===== src/rtl/mmio_reg_bank.sv =====
// Memory-mapped bank of REGS 32-bit registers with byte-lane writes,
// per-register hardware update ports and a three-state bus responder.
//
// Handshake: the master raises req and holds it together with addr_bus,
// data_in, byte_enable, rd and wr until it sees ack or err. The access is
// captured in the cycle where req && addr_hit is seen in IDLE. Exactly one of
// ack/err is high for the single RESP cycle that follows. The FSM then waits
// in HOLD until req falls, so a held req is never serviced twice.
module mmio_reg_bank #(
  parameter logic [31:0]        START_ADDR  = 32'h0,
  parameter int                 REGS        = 4,
  parameter logic [REGS-1:0]    WRITABLE    = '1,
  parameter logic [REGS*32-1:0] RESET_VALUE = '0
) (
  input  logic                 clk,
  input  logic                 rst,
  input  logic [31:0]          addr_bus,
  input  logic [31:0]          data_in,
  input  logic [3:0]           byte_enable,
  input  logic                 req,
  input  logic                 wr,
  input  logic                 rd,
  output logic                 addr_hit,
  output logic [31:0]          data_out,
  output logic                 ack,
  output logic                 err,
  output logic [REGS*32-1:0]   regs_out,
  input  logic [REGS-1:0]      hw_we,
  input  logic [REGS*32-1:0]   hw_data,
  output logic [REGS-1:0]      wr_strobe,
  output logic [1:0]           fsm_state
);

  localparam int REG_BITS = $clog2(REGS);
  localparam int IDX_W    = (REG_BITS == 0) ? 1 : REG_BITS;

  localparam logic [1:0] ST_IDLE = 2'd0;
  localparam logic [1:0] ST_RESP = 2'd1;
  localparam logic [1:0] ST_HOLD = 2'd2;

  logic [1:0]       state_q;
  logic [31:0]      regs_q [REGS];
  logic [IDX_W-1:0] idx_now;
  logic [IDX_W-1:0] idx_q;
  logic [31:0]      data_q;
  logic [3:0]       be_q;
  logic             rd_q;
  logic             wr_q;
  logic             misalign_q;
  logic             accept;
  logic             in_resp;
  logic             bad;

  assign addr_hit  = (addr_bus[31:REG_BITS+2] == START_ADDR[31:REG_BITS+2]);
  assign accept    = (state_q == ST_IDLE) && req && addr_hit;
  assign fsm_state = state_q;

  // A single-register bank has no index bits in the address.
  generate
    if (REGS == 1) begin : g_idx_single
      assign idx_now = '0;
    end else begin : g_idx_multi
      assign idx_now = addr_bus[REG_BITS+1:2];
    end
  endgenerate

  genvar gi;
  generate
    for (gi = 0; gi < REGS; gi++) begin : g_out
      assign regs_out[gi*32 +: 32] = regs_q[gi];
    end
  endgenerate

  // Access FSM: IDLE -> RESP on accept, RESP -> HOLD, HOLD -> IDLE once req drops.
  always_ff @(posedge clk) begin
    if (rst) begin
      state_q <= ST_IDLE;
    end else begin
      case (state_q)
        ST_IDLE: if (accept) state_q <= ST_RESP;
        ST_RESP: state_q <= ST_HOLD;
        ST_HOLD: if (!req) state_q <= ST_IDLE;
        default: state_q <= ST_IDLE;
      endcase
    end
  end

  // Capture the access attributes in the accepting cycle.
  always_ff @(posedge clk) begin
    if (rst) begin
      idx_q      <= '0;
      data_q     <= '0;
      be_q       <= '0;
      rd_q       <= 1'b0;
      wr_q       <= 1'b0;
      misalign_q <= 1'b0;
    end else if (accept) begin
      idx_q      <= idx_now;
      data_q     <= data_in;
      be_q       <= byte_enable;
      rd_q       <= rd;
      wr_q       <= wr;
      misalign_q <= (addr_bus[1:0] != 2'b00);
    end
  end

  // Response decode; rst masks the RESP cycle so an aborted access never completes.
  always_comb begin
    bad       = (rd_q && wr_q) || (!rd_q && !wr_q) || misalign_q ||
                (wr_q && (be_q == 4'b0000)) || (wr_q && !WRITABLE[idx_q]);
    in_resp   = (state_q == ST_RESP) && !rst;
    ack       = in_resp && !bad;
    err       = in_resp && bad;
    data_out  = (ack && rd_q) ? regs_q[idx_q] : 32'h0;
    wr_strobe = '0;
    if (ack && wr_q) wr_strobe[idx_q] = 1'b1;
  end

  // Register storage: bus data owns its enabled lanes, hw_data fills the rest.
  always_ff @(posedge clk) begin
    if (rst) begin
      for (int i = 0; i < REGS; i++) regs_q[i] <= RESET_VALUE[i*32 +: 32];
    end else begin
      for (int i = 0; i < REGS; i++) begin
        for (int k = 0; k < 4; k++) begin
          if (wr_strobe[i] && be_q[k]) begin
            regs_q[i][k*8 +: 8] <= data_q[k*8 +: 8];
          end else if (hw_we[i]) begin
            regs_q[i][k*8 +: 8] <= hw_data[i*32 + k*8 +: 8];
          end
        end
      end
    end
  end

endmodule


===== config.mk =====
export PLATFORM = sky130hd
export DESIGN_NAME = mmio_reg_bank
export DESIGN_NICKNAME = d
export VERILOG_FILES = /design/src/rtl/mmio_reg_bank.sv
export SDC_FILE = /design/constraint.sdc
export NUM_CORES = 1
export LEC_CHECK = 0
export CORE_MARGIN = 2
export CORE_UTILIZATION = 40
export CTS_BUF_LIST = sky130_fd_sc_hd__clkbuf_16
export DETAILED_ROUTE_END_ITERATION = 12
export GPL_TIMING_DRIVEN = 0
export PLACE_DENSITY = 0.87
export SLEW_MARGIN = 25
export SYNTH_ARGS = -nofsm -noshare
export SYNTH_HDL_FRONTEND = slang
export SYNTH_SLANG_ARGS = --single-unit

===== constraint.sdc =====
create_clock -name clk -period 2.62 [get_ports clk]
set_clock_uncertainty 0.05 [all_clocks]
set_input_delay 0.393 -clock clk [delete_from_list [all_inputs] [get_ports clk]]
set_output_delay 0.393 -clock clk [all_outputs]
set_load 0.05 [all_outputs]

==> results.sh <==
export IMPL_fmax_ghz=0.3847
export IMPL_criticalPathCategory="register to primary output"
export IMPL_clk_latency_ns=0.43
export IMPL_drt_total_wl_mm=37.19
export IMPL_syn_cell_area_sq_um=9057
export IMPL_diodes=0
export IMPL_nets=1401
export IMPL_core_sq_um=22430
export IMPL_cts_tree="built"
export IMPL_io_pins=374
export IMPL_antenna_found_initial=2
export IMPL_antenna_left=0
export IMPL_port_buffers=372
export IMPL_drt_initial_drc_count=700
export IMPL_dp_hpwl_mm=28.31
export IMPL_p_clk_share_pct=35.2
export IMPL_track_usage_pct=30.49
export IMPL_first_pass_iters=4
export IMPL_fin_ws_ns=0.02073
export IMPL_setup_viol=0
export IMPL_clkTransAtPathRegs_ns=0.07
export IMPL_dp_slack_ns=-0.7472
export IMPL_status="finished clean"
export IMPL_swShare_pct=29.27
export IMPL_cts_max_level=4
export IMPL_wl_per_cell_microns=24.89
export IMPL_slew_headroom_pct=39.89
export IMPL_drv_cap=0
export IMPL_drv_slew=0
export IMPL_cts_buffers_inserted=17
export IMPL_synth_net_count=1006
export IMPL_via_per_inst=5.643
export IMPL_min_period_ns=2.599
export IMPL_fin_util_pct=62.23
export IMPL_area_growth_pct=54.14
export IMPL_yosysMostFrequentCell="nand2_1"
export IMPL_ir_drop_mv=0.3519
export IMPL_hold_viol_final=0
export IMPL_fp_dieH_microns=154.5
export IMPL_power_switching_w=0.002163
export IMPL_synth_distinct_cells=36
export IMPL_cts_buffer_depth=2
export IMPL_arrival_ns=2.16
export IMPL_cts_root_buf="clkbuf_16"
export IMPL_drc=0
export IMPL_synth_top_cell_by_area="edfxtp_1"
export IMPL_gp_congestion=0.8885
export IMPL_p_leak_nw=5.652
export IMPL_synthTopCellsByCount="nand2_1, edfxtp_1, mux2i_1"
export IMPL_p_int_w=0.005228
export IMPL_num_rows=55
export IMPL_synth_top_area_share_pct=42.44
export IMPL_ys_ff_latch=173
export IMPL_synth_edf_count=128
export IMPL_drive_gt1_share_pct=15.55
export IMPL_vias=8431
export IMPL_crit_fanout=10
export IMPL_syn_inst=801
export IMPL_crit_path_start_kind="register"
export IMPL_die_area_sq_um=23860
export IMPL_grt_pass1_wl_mm=53.69
export IMPL_cts_sinks=173
export IMPL_gr_total_overflow=0
export IMPL_critPathRequiredTime_ns=2.18
export IMPL_async_flop_share_pct=0
export IMPL_die_x_microns=154.5
export IMPL_p_per_area_nw_per_um2=529.4
export IMPL_initial_core_util_pct=40.37
export IMPL_yosys_most_used_dff="edfxtp_1"
export IMPL_min_period_over_period_pct=99.21
export IMPL_yosys_warnings=0
export IMPL_grt_max_degree=17
export IMPL_seqPwrFrac_pct=43.8
export IMPL_min_delay_path_class="register to register"
export IMPL_ys_seq_area_share_pct=52.38
export IMPL_worst_hold_slack_ns=0.4176
export IMPL_synthTopCellsByArea="edfxtp_1, mux2i_1, dfxtp_1, mux4_2, nand2_1"
export IMPL_tightest_slew_ns=0.9017
export IMPL_grt_pass1_vias=8662
export IMPL_crit_path_end_kind="primary output"
export IMPL_p_comb_share_pct=21.0
export IMPL_rsz0062_at_grt="true"
export IMPL_synth_area_per_cell_sq_um=11.31
[repair_timing]
item / CTS / global route
setup buffers: 4 / 0
hold buffers: 0 / 0
resized for setup: 261 / 50
gates cloned: 1 / 0
pin swaps: 3 / 0
endpoints found under the setup margin: 39 / 123
[per-layer routing]
metal | global-route usage, % | share of wire (%) | vias to the layer above
met5 | 0 | 0.043 | -
li1 | - | - | 3706
met3 | 5.520 | 7.4 | 106
met4 | 13.58 | 4.3 | 2
met1 | 37.85 | 38 | 4136
met2 | 52.17 | 50 | 481
[through the flow]
stage	std cells	cell area [sq um]	total power (W)	TNS (ns)
floorplan	801	9067	0.004048	-1.419
global placement	1458	13150	0.004802	-35.99
detailed placement	1458	13150	0.004832	-24.60
CTS	1494	13820	0.007380	0
global route	1494	13960	0.007552	-0.4390
finish	1494	13960	0.007391	0
[worst max-delay path, stage by stage (launching register included)]
cell      delay, ns
dfxtp_2        0.36
nor3b_2        0.18
a211oi_4       0.35
nand3_4        0.12
buf_12         0.17
clkbuf_8       0.17
nor2b_1        0.17
buf_6          0.18
[placed cells by master (no fill, tap or decap), types with 4 or more instances in the layout]
cell               n
a21oi_1           41
clkbuf_2           4
nor2b_2            9
clkbuf_4           4
clkdlybuf4s50_1  333
inv_1             34
buf_2             22
nand4_1           49
o21ai_1           31
clkbuf_1          36
clkbuf_16         20
nand4b_1           6
nor2b_1           29
o21ai_2            9
buf_6             27
edfxtp_1         128
nand2_2           11
dfxtp_2            4
nor2_1             8
mux2i_1          128
buf_1              4
nand2_1          136
mux4_2            32
buf_4             13
dfxtp_1           41
[power by group through the flow]
stage / Sequential, W / Clock (W) / Combinational [W]
after CTS: 0.00324 / 0.00260 / 0.00155
after global placement: 0.00328 / 0 / 0.00152
after floorplan: 0.00383 / 0 / 0.000215
after detailed placement: 0.00330 / 0 / 0.00154
after global routing: 0.00325 / 0.00270 / 0.00160
final: 0.00324 / 0.00260 / 0.00155
[final cells by class]
type / count / area [sq um]
inverters: 33 / 123.9
well taps: 285 / 356.6
flip-flops and latches: 173 / 4750
repair buffers: 377 / 3755
plain buffers: 73 / 410.4
multi-input cells: 521 / 3974
clock inverters: 14 / 141.4
clock buffers: 18 / 450.4
fillers: 1782 / 8473
[worst paths after layout]
kind	slack [ns]	to	depth (start not counted)	startpoint
worst max-delay path	0.02	data_out[6]	7	wr_q$_SDFFE_PP0P_
worst min-delay path	0.42	data_q[24]$_SDFFE_PP0P_	2	data_q[24]$_SDFFE_PP0P_
worst max register to register	0.09	regs_q[0][17]$_SDFFCE_PN0P_	5	fsm_state[1]$_SDFFE_PP0P_
worst min register to register	0.42	data_q[24]$_SDFFE_PP0P_	2	data_q[24]$_SDFFE_PP0P_
[registers in the layout, summed over array words and instances (netlist names), named ones only]
name	cells
regs_q	128
data_q	32
be_q	4
fsm_state	2
idx_q	2
misalign_q	1
rd_q	1
wr_q	1
[kinds of logic after synthesis]
| logic type | share of synthesized area (%) |
|---|---|
| AO/OA/AOI/OAI | 5.153 |
| multiplexers | 22.10 |
| XOR/XNOR | 0.09672 |
| buffers and inverters | 5.042 |
| flip-flops | 52.38 |
| AND/OR/NAND/NOR | 15.22 |
Note: power is estimated with default switching activity, not from simulation.
